<file path="src/rtl/pipe_hazard_ctrl.sv">
// Hazard/forwarding controller: a scoreboard of in-flight writers from EX to WB drives stall, flush and bypass selects.
// Define PIPE_HAZARD_FWD_EN for bypass forwarding with load-use stalls; leave it undefined for interlock-only mode.
module pipe_hazard_ctrl #(
  parameter int BITS     = 32,
  parameter int DEPTH    = 3,
  parameter int AW       = 5,
  parameter int LOAD_LAT = 1,
  parameter int SW       = $clog2(DEPTH + 1)
) (
  input  logic            clk,
  input  logic            rst,
  input  logic            id_valid,
  input  logic [AW-1:0]   id_rs1,
  input  logic [AW-1:0]   id_rs2,
  input  logic            id_rs1_used,
  input  logic            id_rs2_used,
  input  logic [AW-1:0]   id_rd,
  input  logic            id_we,
  input  logic            id_is_load,
  input  logic            br_taken,
  output logic            stall,
  output logic            flush,
  output logic [SW-1:0]   fwd_a_sel,
  output logic [SW-1:0]   fwd_b_sel,
  output logic [BITS-1:0] stall_cnt
);

  logic [DEPTH-1:0] v_r;
  logic [DEPTH-1:0] ld_r;
  logic [AW-1:0]    rd_r [DEPTH];
  logic [DEPTH-1:0] m_a_s;
  logic [DEPTH-1:0] m_b_s;
  logic [SW-1:0]    fa_s;
  logic [SW-1:0]    fb_s;
  logic             hazard_s;
  logic             stall_s;
  logic             flush_s;
  logic             new_v_s;
  logic [BITS-1:0]  stall_cnt_r;
  logic             unused_s;

  // Per-entry operand match against live writers (rd of x0 never matches)
  always_comb begin
    m_a_s = '0;
    m_b_s = '0;
    for (int i = 0; i < DEPTH; i++) begin
      m_a_s[i] = v_r[i] && (rd_r[i] != '0) && id_rs1_used && (rd_r[i] == id_rs1);
      m_b_s[i] = v_r[i] && (rd_r[i] != '0) && id_rs2_used && (rd_r[i] == id_rs2);
    end
  end

  // Forwarding select and hazard detection
  always_comb begin
    fa_s     = '0;
    fb_s     = '0;
    hazard_s = 1'b0;
`ifdef PIPE_HAZARD_FWD_EN
    // Walk oldest to youngest so the youngest matching entry overrides
    for (int i = DEPTH - 1; i >= 0; i--) begin
      fa_s = m_a_s[i] ? SW'(i + 1) : fa_s;
      fb_s = m_b_s[i] ? SW'(i + 1) : fb_s;
    end
    for (int i = 0; i < LOAD_LAT; i++) begin
      hazard_s = hazard_s | ((m_a_s[i] | m_b_s[i]) & ld_r[i]);
    end
`else
    // No bypass: any in-flight writer, WB included, must drain first
    hazard_s = |(m_a_s | m_b_s);
`endif
  end

  assign flush_s   = !rst && br_taken;
  assign stall_s   = !rst && id_valid && !br_taken && hazard_s;
  assign new_v_s   = id_valid && id_we && (id_rd != '0) && !stall_s && !flush_s;
  assign stall     = stall_s;
  assign flush     = flush_s;
  assign fwd_a_sel = (!rst && id_valid) ? fa_s : '0;
  assign fwd_b_sel = (!rst && id_valid) ? fb_s : '0;
  assign stall_cnt = stall_cnt_r;
  assign unused_s  = ^ld_r;

  // Scoreboard advance and saturating stall counter
  always_ff @(posedge clk) begin
    if (rst) begin
      v_r         <= '0;
      ld_r        <= '0;
      stall_cnt_r <= '0;
      for (int i = 0; i < DEPTH; i++) begin
        rd_r[i] <= '0;
      end
    end else begin
      v_r     <= {v_r[DEPTH-2:0], new_v_s};
      ld_r    <= {ld_r[DEPTH-2:0], id_is_load};
      rd_r[0] <= id_rd;
      for (int i = 1; i < DEPTH; i++) begin
        rd_r[i] <= rd_r[i-1];
      end
      if (stall_s && (stall_cnt_r != '1)) begin
        stall_cnt_r <= stall_cnt_r + BITS'(1);
      end else begin
        stall_cnt_r <= stall_cnt_r;
      end
    end
  end

endmodule

</file>
<file path="config.mk">
export PLATFORM = sky130hd
export DESIGN_NAME = pipe_hazard_ctrl
export DESIGN_NICKNAME = d
export VERILOG_FILES = /design/src/rtl/pipe_hazard_ctrl.sv
export SDC_FILE = /design/constraint.sdc
export NUM_CORES = 1
export LEC_CHECK = 0
export CORE_MARGIN = 5
export CORE_UTILIZATION = 59
export CTS_BUF_LIST = sky130_fd_sc_hd__clkbuf_8
export DETAILED_ROUTE_END_ITERATION = 6
export DONT_BUFFER_PORTS = 1
export PLACE_DENSITY = 0.89
export SKIP_CTS_REPAIR_TIMING = 1
export SLEW_MARGIN = 10
export SYNTH_ARGS = -nofsm -noshare
export SYNTH_HDL_FRONTEND = slang
export SYNTH_SLANG_ARGS = --single-unit
</file>
<file path="constraint.sdc">
create_clock -name clk -period 2.2 [get_ports clk]
set_input_delay 0.22 -clock clk [delete_from_list [all_inputs] [get_ports clk]]
set_output_delay 0.22 -clock clk [all_outputs]
set_load 0.01 [all_outputs]
</file>
; Yosys cells after proc, flatten, opt, wreduce, memory -nomap -nowiden
; Memory sizes are Yosys's and may differ from the RTL's.
; Cells that the tools add are included.
[op_classes]
n_eq_ne = 7
reduce_logical = 33
bitwise = 4
mux = 6
addsub = 1
[op_table]
columns = op, count
row1 = $add A32 B1 Y32 const B, 1
row2 = $ne A32 B32 Y1 const B, 1
row3 = $eq A5 B5 Y1, 6
row4 = $logic_and A1 B1 Y1, 24
row5 = $reduce_bool A5 Y1, 4
row6 = $mux W5, 3
row7 = $logic_not A1 Y1, 4
row8 = $mux W1, 3
row9 = $or A1 B1 Y1, 3
row10 = $or A3 B3 Y3, 1
row11 = $reduce_or A3 Y1, 1
[word_totals]
register_bits = 35
in_bits = 23
ram_bits = 15
out_inout_bits = 38
memories = 1
elab_cells = 54
[memory_table]
columns = memory, words, word_bits, read_ports, rd_ports_with_merged_regs, wr, line_no
row1 = rd_r, 3, 5, 3, 0, 3, 30  ; logic [AW-1:0] rd_r [DEPTH];

; Depth between registers and ports, before layout
; An unclocked memory read counts as a cell.
[logic_depth]
depth_word = 11
depth_mapped = 10
ltp_nobuf = 8

; Worst setup path before layout
; No wires, ideal clock.
[synth_path]
path_kind = flip-flop to flip-flop
from = memory rd_r[2][0] (netlist: rd_r[0][10])
to = register stall_cnt_r[7] (netlist: stall_cnt[7])
synth_period_minus_slack_ns = 2.237
arrival_ns = 2.117
stages_incl_launch_ff = 10
setup_time_ns = 0.121
path_slack_ns = -0.037
t_required_ns = 2.079
path_buffers = 2
cell_sequence = dfxtp_1 -> xor2_1 -> nor4_1 -> and3_1 -> o221ai_1 -> a31o_1 -> buf_6 -> buf_2 -> nor4_1 -> mux2_2
[synth_lines]
columns = item, line_no
row1 = from (decl), 30
row2 = to (signal assigned), 99  ; stall_cnt_r <= stall_cnt_r + BITS'(1);
row3 = to (signal assigned), 101  ; stall_cnt_r <= stall_cnt_r;
row4 = to (decl), 39  ; logic [BITS-1:0] stall_cnt_r;

==> flow_summary_export.csv <==
group,metric,value,unit
floorplanning,pin_count,61,
synthesis,netlist_area,2660,um^2
grt,grt_pass1_wl,11000,um
timing,rsz0062_at_grt,"yes",
clocking,insertion_delay,0.31,ns
clocking,cts_sinks,50,
run_status,violations,"setup timing",
floorplanning,core_area,4350,um^2
synthesis,ys_top_cells_by_count,"50 x dfxtp_1, 27 x nor2b_1, 24 x xor2_1",
placement,dp_hpwl,4800,um
timing,period_share,113,%
clocking,cts_buffers,5,
synthesis,netlist.area_leader.share,37.6,%
cells_and_area,n_fill_cell,246,
synthesis,synth_edf_count,0,
placement,gp_congestion,0.867,
clocking,htreeDepth,2,
floorplanning,die-area,5950,um^2
route,dr.pass1.iters,5,
timing,hold_viol,0,
critical_path,worstSetupPathType,"reg -> reg",
power,power.total,1650,uW
run,maxCapViolCount,0,
cells_and_area,drive_above_1_share,34.9,%
floorplanning,fp.dieH,77.2,um
power,p_per_area,468,nW/um^2
grt,grt.total_usage,22.0,%
timing,min_period,2.49,ns
timing,slew_violations,0,
route,drt_iter0_markers,272,
critical_path,worstSetupStartpointType,"register",
synthesis,post-synth-top-area-cell,"dfxtp_1",
synthesis,synth_warnings,0,
route,final_antenna_net_count,0,
grt,grt.overflow.total,0,
critical_path,path_buf_inv,1,
critical_path,critical_path.top_delay_family,"simple AND/OR/NAND/NOR gates",
synthesis,synth-main-ff-cell,"dfxtp_1",
worst_hold_path,hp-class,"in -> reg",
timing,whs,0.0507,ns
critical_path,cp_slowest_cell,"or4_4",
cells_and_area,num_antenna_cells,0,
timing,worst_clock_skew,0.0112,ns
route,finalWirelength,8870,um
critical_path,crit_fanout,9,
placement,io_buffers,0,
route,viasPerCell,6.91,
grt,grt_pass1_vias,2319,
timing,tns,-5.10,ns
synthesis,synthArstFlopShare,0,%
floorplanning,die_x,77.2,um
floorplanning,initial_core_util,61.1,%
power,leakagePower,0.00128,uW
synthesis,syn_area_per_cell,8.70,um^2
timing,setup_ws,-0.291,ns
grt,grt_max_degree,60,
cells_and_area,final_net_count,367,
critical_path,cp-end-kind,"register",
route,drc,0,
timing,setup_viol,33,
route,vias,2737,
synthesis,ys_ff_latch,50,
clocking,cts.reportedPaths.clkPinSlew,0.08,ns
critical_path,max_stage_delay,0.52,ns
timing,fmax,401,MHz
synthesis,synthesis.instances,306,
synthesis,synth_cell_types,35,
clocking,clockBufferDepth,2,
synthesis,yosysMostFrequentCell,"dfxtp_1",
critical_path,worstPathCellList,"xor2_1 > nor4_1 > and3_1 > o221ai_2 > a31o_4 > clkbuf_16 > or4_4 > a21oi_1",
floorplanning,row_count,24,
synthesis,seq_area_frac_synth,37.6,%
grt,antenna_found_initial,0,
critical_path,crit_required,2.43,ns
synthesis,synth.area.top_cells,"dfxtp_1 38%, xor2_1 7.9%, nor2b_1 6.3%",
cells_and_area,area_delta_synth_final,32.8,%
clocking,root_buffer,"clkbuf_8",
clocking,cts_tree,"built",
run_status,status,"finished, violations left",
power,irDropWorstVdd,357,uV
critical_path,cp.arrival,2.72,ns
route,wire_per_inst,22.4,um
[stage by stage]
| step | instance area [um^2] | std cells | worst slack [ns] | util, % |
|---|---|---|---|---|
| CTS | 3030 | 385 | -0.289 | 69.7 |
| finish | 3530 | 396 | -0.291 | 81.2 |
| global route | 3530 | 396 | -0.364 | 81.2 |
| global placement | 2920 | 377 | -0.110 | 67.2 |
| floorplan | 2680 | 309 | -0.0158 | - |
| detailed placement | 2920 | 377 | -0.217 | 67.2 |
[path summary, 6_finish.rpt]
check                                      startpoint                   endpoint  slack (ns)  depth (start not counted)
worst min register to register      v_r[0]$_SDFF_PP0_          v_r[1]$_SDFF_PP0_        0.51                          1
worst max register to register  rd_r[0][4]$_SDFF_PP0_  stall_cnt[4]$_SDFFE_PP0P_       -0.29                          8
worst max-delay path            rd_r[0][4]$_SDFF_PP0_  stall_cnt[4]$_SDFFE_PP0P_       -0.29                          8
worst min-delay path                         id_rd[2]      rd_r[0][2]$_SDFF_PP0_        0.05                          1
[layout make-up]
type | count | area [um^2] | area share (%)
Multi-Input combinational cell | 234 | 1870 | 53.0
Sequential cell | 50 | 1020 | 28.8
Timing Repair Buffer | 48 | 453 | 12.8
Clock buffer | 8 | 110 | 3.12
Tap cell | 52 | 65.1 | 1.84
Inverter | 4 | 15.0 | 0.425
[logic make-up after synthesis]
logic type,share of synthesized area (%)
other,0.141
multiplexers,3.39
XOR/XNOR,9.87
buffers and inverters,4.80
flip-flops,37.6
AND/OR/NAND/NOR,30.3
AO/OA/AOI/OAI,13.4
adder cells (fa/ha/maj),0.470
[state kept, by name, indices dropped and copies added (netlist names)]
signal	count
stall_cnt	32
rd_r	15
v_r	3
[power by group]
part	total (uW)	internal [uW]	leakage (uW)	switching [uW]
sequential	931	915	0.000409	16.4
combinational	98.9	50.7	0.000809	48.2
clock	624	318	0.0000575	306
[metal layers]
metal	global-route usage, %	wire [um]	vias up
li1	-	-	1183
met1	26.8	3310	1308
met2	36.7	4280	200
met3	7.49	935	46
met4	6.01	347	0
met5	0	0	-
[cell usage in the layout (no fill, tap or decap), types with 7 or more instances in the layout]
cell / n
dfxtp_1: 43
buf_4: 39
nor2b_1: 26
xor2_1: 22
nor2_1: 13
nand3_1: 13
nand2_1: 12
and3_1: 11
o21ai_0: 11
a21oi_2: 11
or4_4: 9
nor4_4: 9
nand4_1: 8
o31ai_1: 8
a21oi_1: 8
clkbuf_8: 8
mux2_4: 7
Power figures use the tool's default switching activity.
